--- src/rtl/dest_scoreboard_pkg.sv ---
`default_nettype none
// ============================================================================
//  Module      : dest_scoreboard_pkg
//  Description : Shared defaults and helpers for the destination scoreboard
//                and the register file (address width, register count,
//                address-to-one-hot decode).
//  Revision    : 1.0  initial release
// ============================================================================
package dest_scoreboard_pkg;

    localparam int c_ADDR_W_DEF = 4;
    localparam int c_NREG_DEF   = 1 << c_ADDR_W_DEF;

    // Widest register file the decode helper supports; callers truncate the
    // result to their own NREG.
    localparam int c_MAX_ADDR_W = 10;
    localparam int c_MAX_NREG   = 1 << c_MAX_ADDR_W;

    typedef logic [c_MAX_NREG-1:0] onehot_max_t;

    // Address to one-hot write-enable.
    function automatic onehot_max_t onehot_dec(input logic [c_MAX_ADDR_W-1:0] addr);
        onehot_max_t v;
        v       = '0;
        v[addr] = 1'b1;
        return v;
    endfunction

endpackage
`default_nettype wire

--- src/rtl/dest_scoreboard_popcount.sv ---
`default_nettype none
// ============================================================================
//  Module      : popcount_nreg
//  Description : Parametrised combinational population count.
//  Ports       : vec   in  N      bit vector to count
//                count out OUT_W  number of set bits in vec
//  Revision    : 1.0  initial release
// ============================================================================
module popcount_nreg #(
    parameter int N     = 16,
    parameter int OUT_W = 5
) (
    input  logic [N-1:0]     vec,
    output logic [OUT_W-1:0] count
);

    always_comb begin
        count = '0;
        for (int i = 0; i < N; i++) begin
            count = count + OUT_W'(vec[i]);
        end
    end

endmodule
`default_nettype wire

--- src/rtl/dest_scoreboard.sv ---
`default_nettype none
// ============================================================================
//  Module      : dest_scoreboard
//  Description : Destination-register decoder with busy scoreboard. Decodes
//                the issuing op's destination to a one-hot write-enable,
//                tracks pending writes, stalls issue on RAW/WAW hazards and
//                clears busy bits from WB_PORTS writeback ports.
//  Ports       : clk          in   rising-edge clock
//                reset        in   asynchronous active-high reset
//                issueValid   in   issue request present
//                issueDest    in   destination register of issuing op
//                srcA, srcB   in   source registers of issuing op
//                issueReady   out  issue accepted this cycle (combinational)
//                wbValid      in   per-port writeback strobe
//                wbDest       in   per-port writeback register (packed)
//                decOut       out  one-hot write-enable of last accept (pulse)
//                busy         out  scoreboard, bit r = write to r pending
//                pendingCount out  popcount of busy
//                wbErr        out  sticky: writeback to a non-busy register
//  Revision    : 1.0  initial release
// ============================================================================
module dest_scoreboard
    import dest_scoreboard_pkg::*;
#(
    parameter int ADDR_W   = c_ADDR_W_DEF,
    parameter int NREG     = 1 << ADDR_W,
    parameter int WB_PORTS = 2,
    parameter int ZERO_REG = 0
) (
    input  logic                       clk,
    input  logic                       reset,
    input  logic                       issueValid,
    input  logic [ADDR_W-1:0]          issueDest,
    input  logic [ADDR_W-1:0]          srcA,
    input  logic [ADDR_W-1:0]          srcB,
    output logic                       issueReady,
    input  logic [WB_PORTS-1:0]        wbValid,
    input  logic [WB_PORTS*ADDR_W-1:0] wbDest,
    output logic [NREG-1:0]            decOut,
    output logic [NREG-1:0]            busy,
    output logic [ADDR_W:0]            pendingCount,
    output logic                       wbErr
);

    logic [NREG-1:0]   r_busy;
    logic [NREG-1:0]   r_dec;
    logic [ADDR_W:0]   r_count;
    logic              r_wb_err;

    logic              w_ready;
    logic              w_accept;
    logic [NREG-1:0]   w_dec;
    logic [NREG-1:0]   w_set;
    logic [NREG-1:0]   w_clr;
    logic              w_wb_err;
    logic [NREG-1:0]   w_busy_next;
    logic [ADDR_W:0]   w_count_next;

    // Hazard check looks at registered busy only: a writeback landing this
    // cycle does not unblock an issue until the following cycle.
    assign w_ready  = !(r_busy[srcA] | r_busy[srcB] | r_busy[issueDest]);
    assign w_accept = issueValid & w_ready;

    assign w_dec = NREG'(onehot_dec(c_MAX_ADDR_W'(issueDest)));

    // decOut still pulses bit 0 for a hardwired zero register; only the
    // busy set is suppressed.
    always_comb begin
        w_set = w_accept ? w_dec : '0;
        if (ZERO_REG != 0) begin
            w_set[0] = 1'b0;
        end
    end

    // Ports naming the same register simply OR into the clear mask.
    always_comb begin
        w_clr    = '0;
        w_wb_err = 1'b0;
        for (int p = 0; p < WB_PORTS; p++) begin
            if (wbValid[p] &&
                !((ZERO_REG != 0) && (wbDest[p*ADDR_W +: ADDR_W] == '0))) begin
                w_clr[wbDest[p*ADDR_W +: ADDR_W]] = 1'b1;
                if (!r_busy[wbDest[p*ADDR_W +: ADDR_W]]) begin
                    w_wb_err = 1'b1;
                end
            end
        end
    end

    // Set is applied after clear so an (illegal) same-register accept and
    // writeback leaves the register busy.
    assign w_busy_next = (r_busy & ~w_clr) | w_set;

    popcount_nreg #(
        .N     (NREG),
        .OUT_W (ADDR_W + 1)
    ) u_popcount (
        .vec   (w_busy_next),
        .count (w_count_next)
    );

    always_ff @(posedge clk or posedge reset) begin
        if (reset) begin
            r_busy   <= '0;
            r_dec    <= '0;
            r_count  <= '0;
            r_wb_err <= 1'b0;
        end else begin
            r_busy  <= w_busy_next;
            r_dec   <= w_accept ? w_dec : '0;
            r_count <= w_count_next;
            if (w_wb_err) begin
                r_wb_err <= 1'b1;
            end
        end
    end

    assign issueReady   = w_ready;
    assign decOut       = r_dec;
    assign busy         = r_busy;
    assign pendingCount = r_count;
    assign wbErr        = r_wb_err;

endmodule
`default_nettype wire

--- config.mk ---
export PLATFORM = sky130hd
export DESIGN_NAME = dest_scoreboard
export DESIGN_NICKNAME = d
export VERILOG_FILES = /design/src/rtl/dest_scoreboard_pkg.sv /design/src/rtl/dest_scoreboard_popcount.sv /design/src/rtl/dest_scoreboard.sv
export SDC_FILE = /design/constraint.sdc
export NUM_CORES = 1
export LEC_CHECK = 0
export ABC_AREA = 1
export ABC_CLOCK_PERIOD_IN_PS = 11100
export BUFFER_PORTS_ARGS = -buffer_cell sky130_fd_sc_hd__buf_2
export CELL_PAD_IN_SITES_DETAIL_PLACEMENT = 0
export CELL_PAD_IN_SITES_GLOBAL_PLACEMENT = 1
export CORE_MARGIN = 2
export CORE_UTILIZATION = 42
export CTS_BUF_LIST = sky130_fd_sc_hd__clkbuf_4 sky130_fd_sc_hd__clkbuf_8 sky130_fd_sc_hd__clkbuf_16
export DETAILED_ROUTE_END_ITERATION = 10
export GPL_ROUTABILITY_DRIVEN = 0
export GPL_TIMING_DRIVEN = 0
export PLACE_DENSITY_LB_ADDON = 0.1
export SLEW_MARGIN = 10
export SYNTH_ARGS = -nofsm -noshare
export SYNTH_HDL_FRONTEND = slang
export SYNTH_SLANG_ARGS = --single-unit
--- constraint.sdc ---
create_clock -name clk -period 11.1 [get_ports clk]
set_input_delay 2.775 -clock clk [delete_from_list [all_inputs] [get_ports clk]]
set_output_delay 2.775 -clock clk [all_outputs]
set_load 0.005 [all_outputs]
==> run_results.csv <==
group,metric,value,unit
layout,final_cells,512,
power,pwr-share-seq,0.332,
layout,fin_util,0.508,
synthesis,yosys-top-cells-area,"dfrtp_1 35%, nand2_1 13%, inv_1 9.6%, fa_1 7.3%, nand3_1 5.5%",
synthesis,synth_top_family_by_area,"simple AND/OR/NAND/NOR gates",
drt,via_per_inst,5.39,
power,p_clk_frac,0.166,
timing,max_freq,137,MHz
drt,antenna_left,0,
worst_setup_path,reg2reg_slack,5.93,ns
global_routing,grt_first_pass_wirelength,13200,µm
synthesis,syn_area,2740,µm²
clocking,clk_path_buf_depth,2,
power,leakagePower,1.85,nW
drt,drc,0,
die,ios,64,
worst_setup_path,crit_type,"in -> reg",
power,ir_worst_vdd,170,µV
layout,nets,475,
clocking,cts_tree,"done",
worst_setup_path,crit_required,11.27,ns
timing,finalHoldViolations,0,
global_routing,overflow,0,
worst_setup_path,start_kind,"primary input",
clocking,cts.clk_slew.worst_paths,0.07,ns
clocking,numCtsBuffers,5,
synthesis,ys_seq_elements,38,
drt,drt_pass1_iterations,5,
placement,placedCellCount,505,
power,combPwrFrac,0.502,
drt,routed_wl,8380,µm
min_path,holdCritStartpoint,"wbErr$_DFFE_PP0P_",
clocking,ctsResizeCount,0,
flow_run,cap_violations,0,
outcome,status,"completed",
global_routing,grt_max_degree,39,
synthesis,synth_warnings,0,
min_path,hold_depth,1,
synthesis,muxShareOfSynthArea,0,
clocking,clk_latency,0.29,ns
synthesis,yosys.area_share.simple,0.277,
placement,portBuffers,61,
clocking,cts_root_buf,"clkbuf_8",
worst_setup_path,startpoint,"srcB[0]",
synthesis,synth_edf_count,0,
drt,drt_iter0_drc,169,
synthesis,synth_nets,407,
synthesis,ys_seq_area_frac,0.347,
synthesis,syn_avg_cell_area,7.48,µm²
min_path,hp-class,"reg -> reg",
worst_setup_path,end_kind,"flop",
placement,dp_hpwl,6730,µm
worst_setup_path,reg2reg_from,"busy[7]$_DFF_PP0_",
drt,wl_per_cell,16.4,µm
die,core-area,6350,µm²
timing,tightestPinTransition,0.779,ns
global_routing,antenna_found_initial,0,
synthesis,synth.top_cells.by_count,"94 x nand2_1, 70 x inv_1, 38 x dfrtp_1, 34 x nor2_1, 30 x nand3_1",
power,total_power,0.541,mW
power,p_sw_frac,0.424,
synthesis,synthArstFlopShare,1.00,
global_routing,track_usage,0.237,
layout,drive_gt1_frac,0.209,
worst_setup_path,worstPathArrival,7.46,ns
synthesis,synth-compound-area-share,0.163,
drt,vias,2758,
timing,whs,0.476,ns
timing,finalSetupTns,0,ns
global_routing,grt_pass1_vias,2537,
synthesis,yosysTopAreaCell,"dfrtp_1",
synthesis,synthCells,367,
clocking,cts.sinks,38,
clocking,postCtsHoldBufs,0,
power,switchingPower,0.229,mW
synthesis,synth_top_cell_area_share,0.347,
synthesis,synth.distinct_cells,31,
power,powerDensity,168,nW/µm²
die,initial_core_util,0.432,
timing,setup_viol,0,
synthesis,yosys.area_share.xor_xnor,0.00638,
synthesis,synth.most_common_cell,"nand2_1",
die,die_y,84.8,µm
clocking,cts_setup_buffers,0,
worst_setup_path,crit_fanout,9,
die,die_area,7200,µm²
synthesis,synth_fa_ha_area_frac,0.0958,
clocking,cts-htree-levels,2,
die,die_x,84.8,µm
layout,syn_to_final_growth,17.5,%
power,cell_internal_pwr,0.311,mW
synthesis,synthFlopType,"dfrtp_1",
layout,nFillCells,647,
worst_setup_path,reg2reg_depth,20,
timing,drv_slew,0,
die,fp-row-count,29,
timing,rsz0062_at_grt,"false",
timing,skew,0.00759,ns
layout,diodes,0,
timing,period_minus_slack,7.30,ns
timing,min_period_over_period,0.657,
timing,slew-limit-headroom,0.480,
[flip-flops by register name, indices dropped and copies added, names as in the netlist]
signal / cells
wbErr: 1
pendingCount: 5
decOut: 16
busy: 16
[path summary, 6_finish.rpt]
check	end
worst max-delay path	pendingCount[4]$_DFF_PP0_
worst min-delay path	wbErr$_DFFE_PP0P_
worst max register to register	pendingCount[4]$_DFF_PP0_
worst min register to register	wbErr$_DFFE_PP0P_
max in group asynchronous	busy[6]$_DFF_PP0_
min in group asynchronous	decOut[12]$_DFF_PP0_
[cell families (layout without fill, tap and decap cells)]
family / count (synthesis) / in the layout
DFF: 38 / 38
xor gates and xnor gates: 2 / 2
AOI/OAI and AO/OA: 60 / 60
adders and majority gates: 15 / 15
buffers and inverters: 77 / 145
and+or+nand+nor: 175 / 175
[power groups by stage]
| stage | sequential [mW] | clock, mW | combinational (mW) |
|---|---|---|---|
| after floorplan | 0.177 | 0 | 0.187 |
| after global placement | 0.182 | 0 | 0.262 |
| after detailed placement | 0.182 | 0 | 0.274 |
| after CTS | 0.179 | 0.0909 | 0.276 |
| after global routing | 0.181 | 0.0973 | 0.309 |
| final | 0.180 | 0.0896 | 0.271 |
[stage by stage]
step | instance area (µm²) | setup slack (ns)
final | 3220 | 3.80
after global routing | 3220 | 3.51
after floorplan | 2740 | 3.95
after global placement | 3150 | 3.57
after CTS | 3220 | 3.80
after detailed placement | 3150 | 3.50
[layer usage]
metal / GRT usage / routed length [µm] / vias up
met3: 0.0584 / 635 / 12
met4: 0.0534 / 121 / 0
li1: - / - / 1317
met2: 0.369 / 3840 / 118
met1: 0.336 / 3780 / 1311
met5: 0 / 0 / -
[area by class of cell]
type | count | area, µm² | share of cell area
Clock inverter | 2 | 10.0 | 0.00310
Multi-Input combinational cell | 252 | 1490 | 0.461
Buffer | 4 | 32.5 | 0.0101
Sequential cell | 38 | 951 | 0.295
Inverter | 73 | 274 | 0.0850
Clock buffer | 5 | 68.8 | 0.0213
Tap cell | 77 | 96.3 | 0.0299
Timing Repair Buffer | 61 | 305 | 0.0947
[cells in the final DEF, fill, tap and decap left out]
cell type	instances
clkinv_2	2
nand3_1	30
o21bai_1	4
fa_1	10
nor2_1	34
o21ai_1	2
a22o_1	1
o21bai_2	8
o22ai_1	1
clkbuf_8	5
a21boi_0	1
o221ai_1	3
inv_1	69
ha_1	5
buf_2	63
nand4_1	6
a22oi_1	13
nor3_1	1
a21oi_1	8
nor2_4	2
nor2_2	4
xor2_1	2
o211ai_1	2
buf_6	2
a211oi_1	3
inv_2	4
nand3b_1	2
nand3_4	1
nand2_1	94
dfrtp_1	38
nor4_1	1
o21ai_0	8
a221oi_1	6
[critical path, cell delays in order]
cell and delay (ns):
buf_2 0.15, inv_2 0.14, nand2_1 0.08, nand3_1 0.08
nand3_1 0.08, nand3_1 0.08, nand2_1 0.12, nor2_4 0.20
nand3_4 0.14, o21bai_1 0.28, ha_1 0.30, fa_1 0.48
inv_1 0.05, fa_1 0.55, fa_1 0.44, fa_1 0.49
inv_1 0.05, fa_1 0.40, fa_1 0.43, nand2_1 0.08
a21boi_0 0.07
No activity file was read; power rests on OpenSTA's default activity.
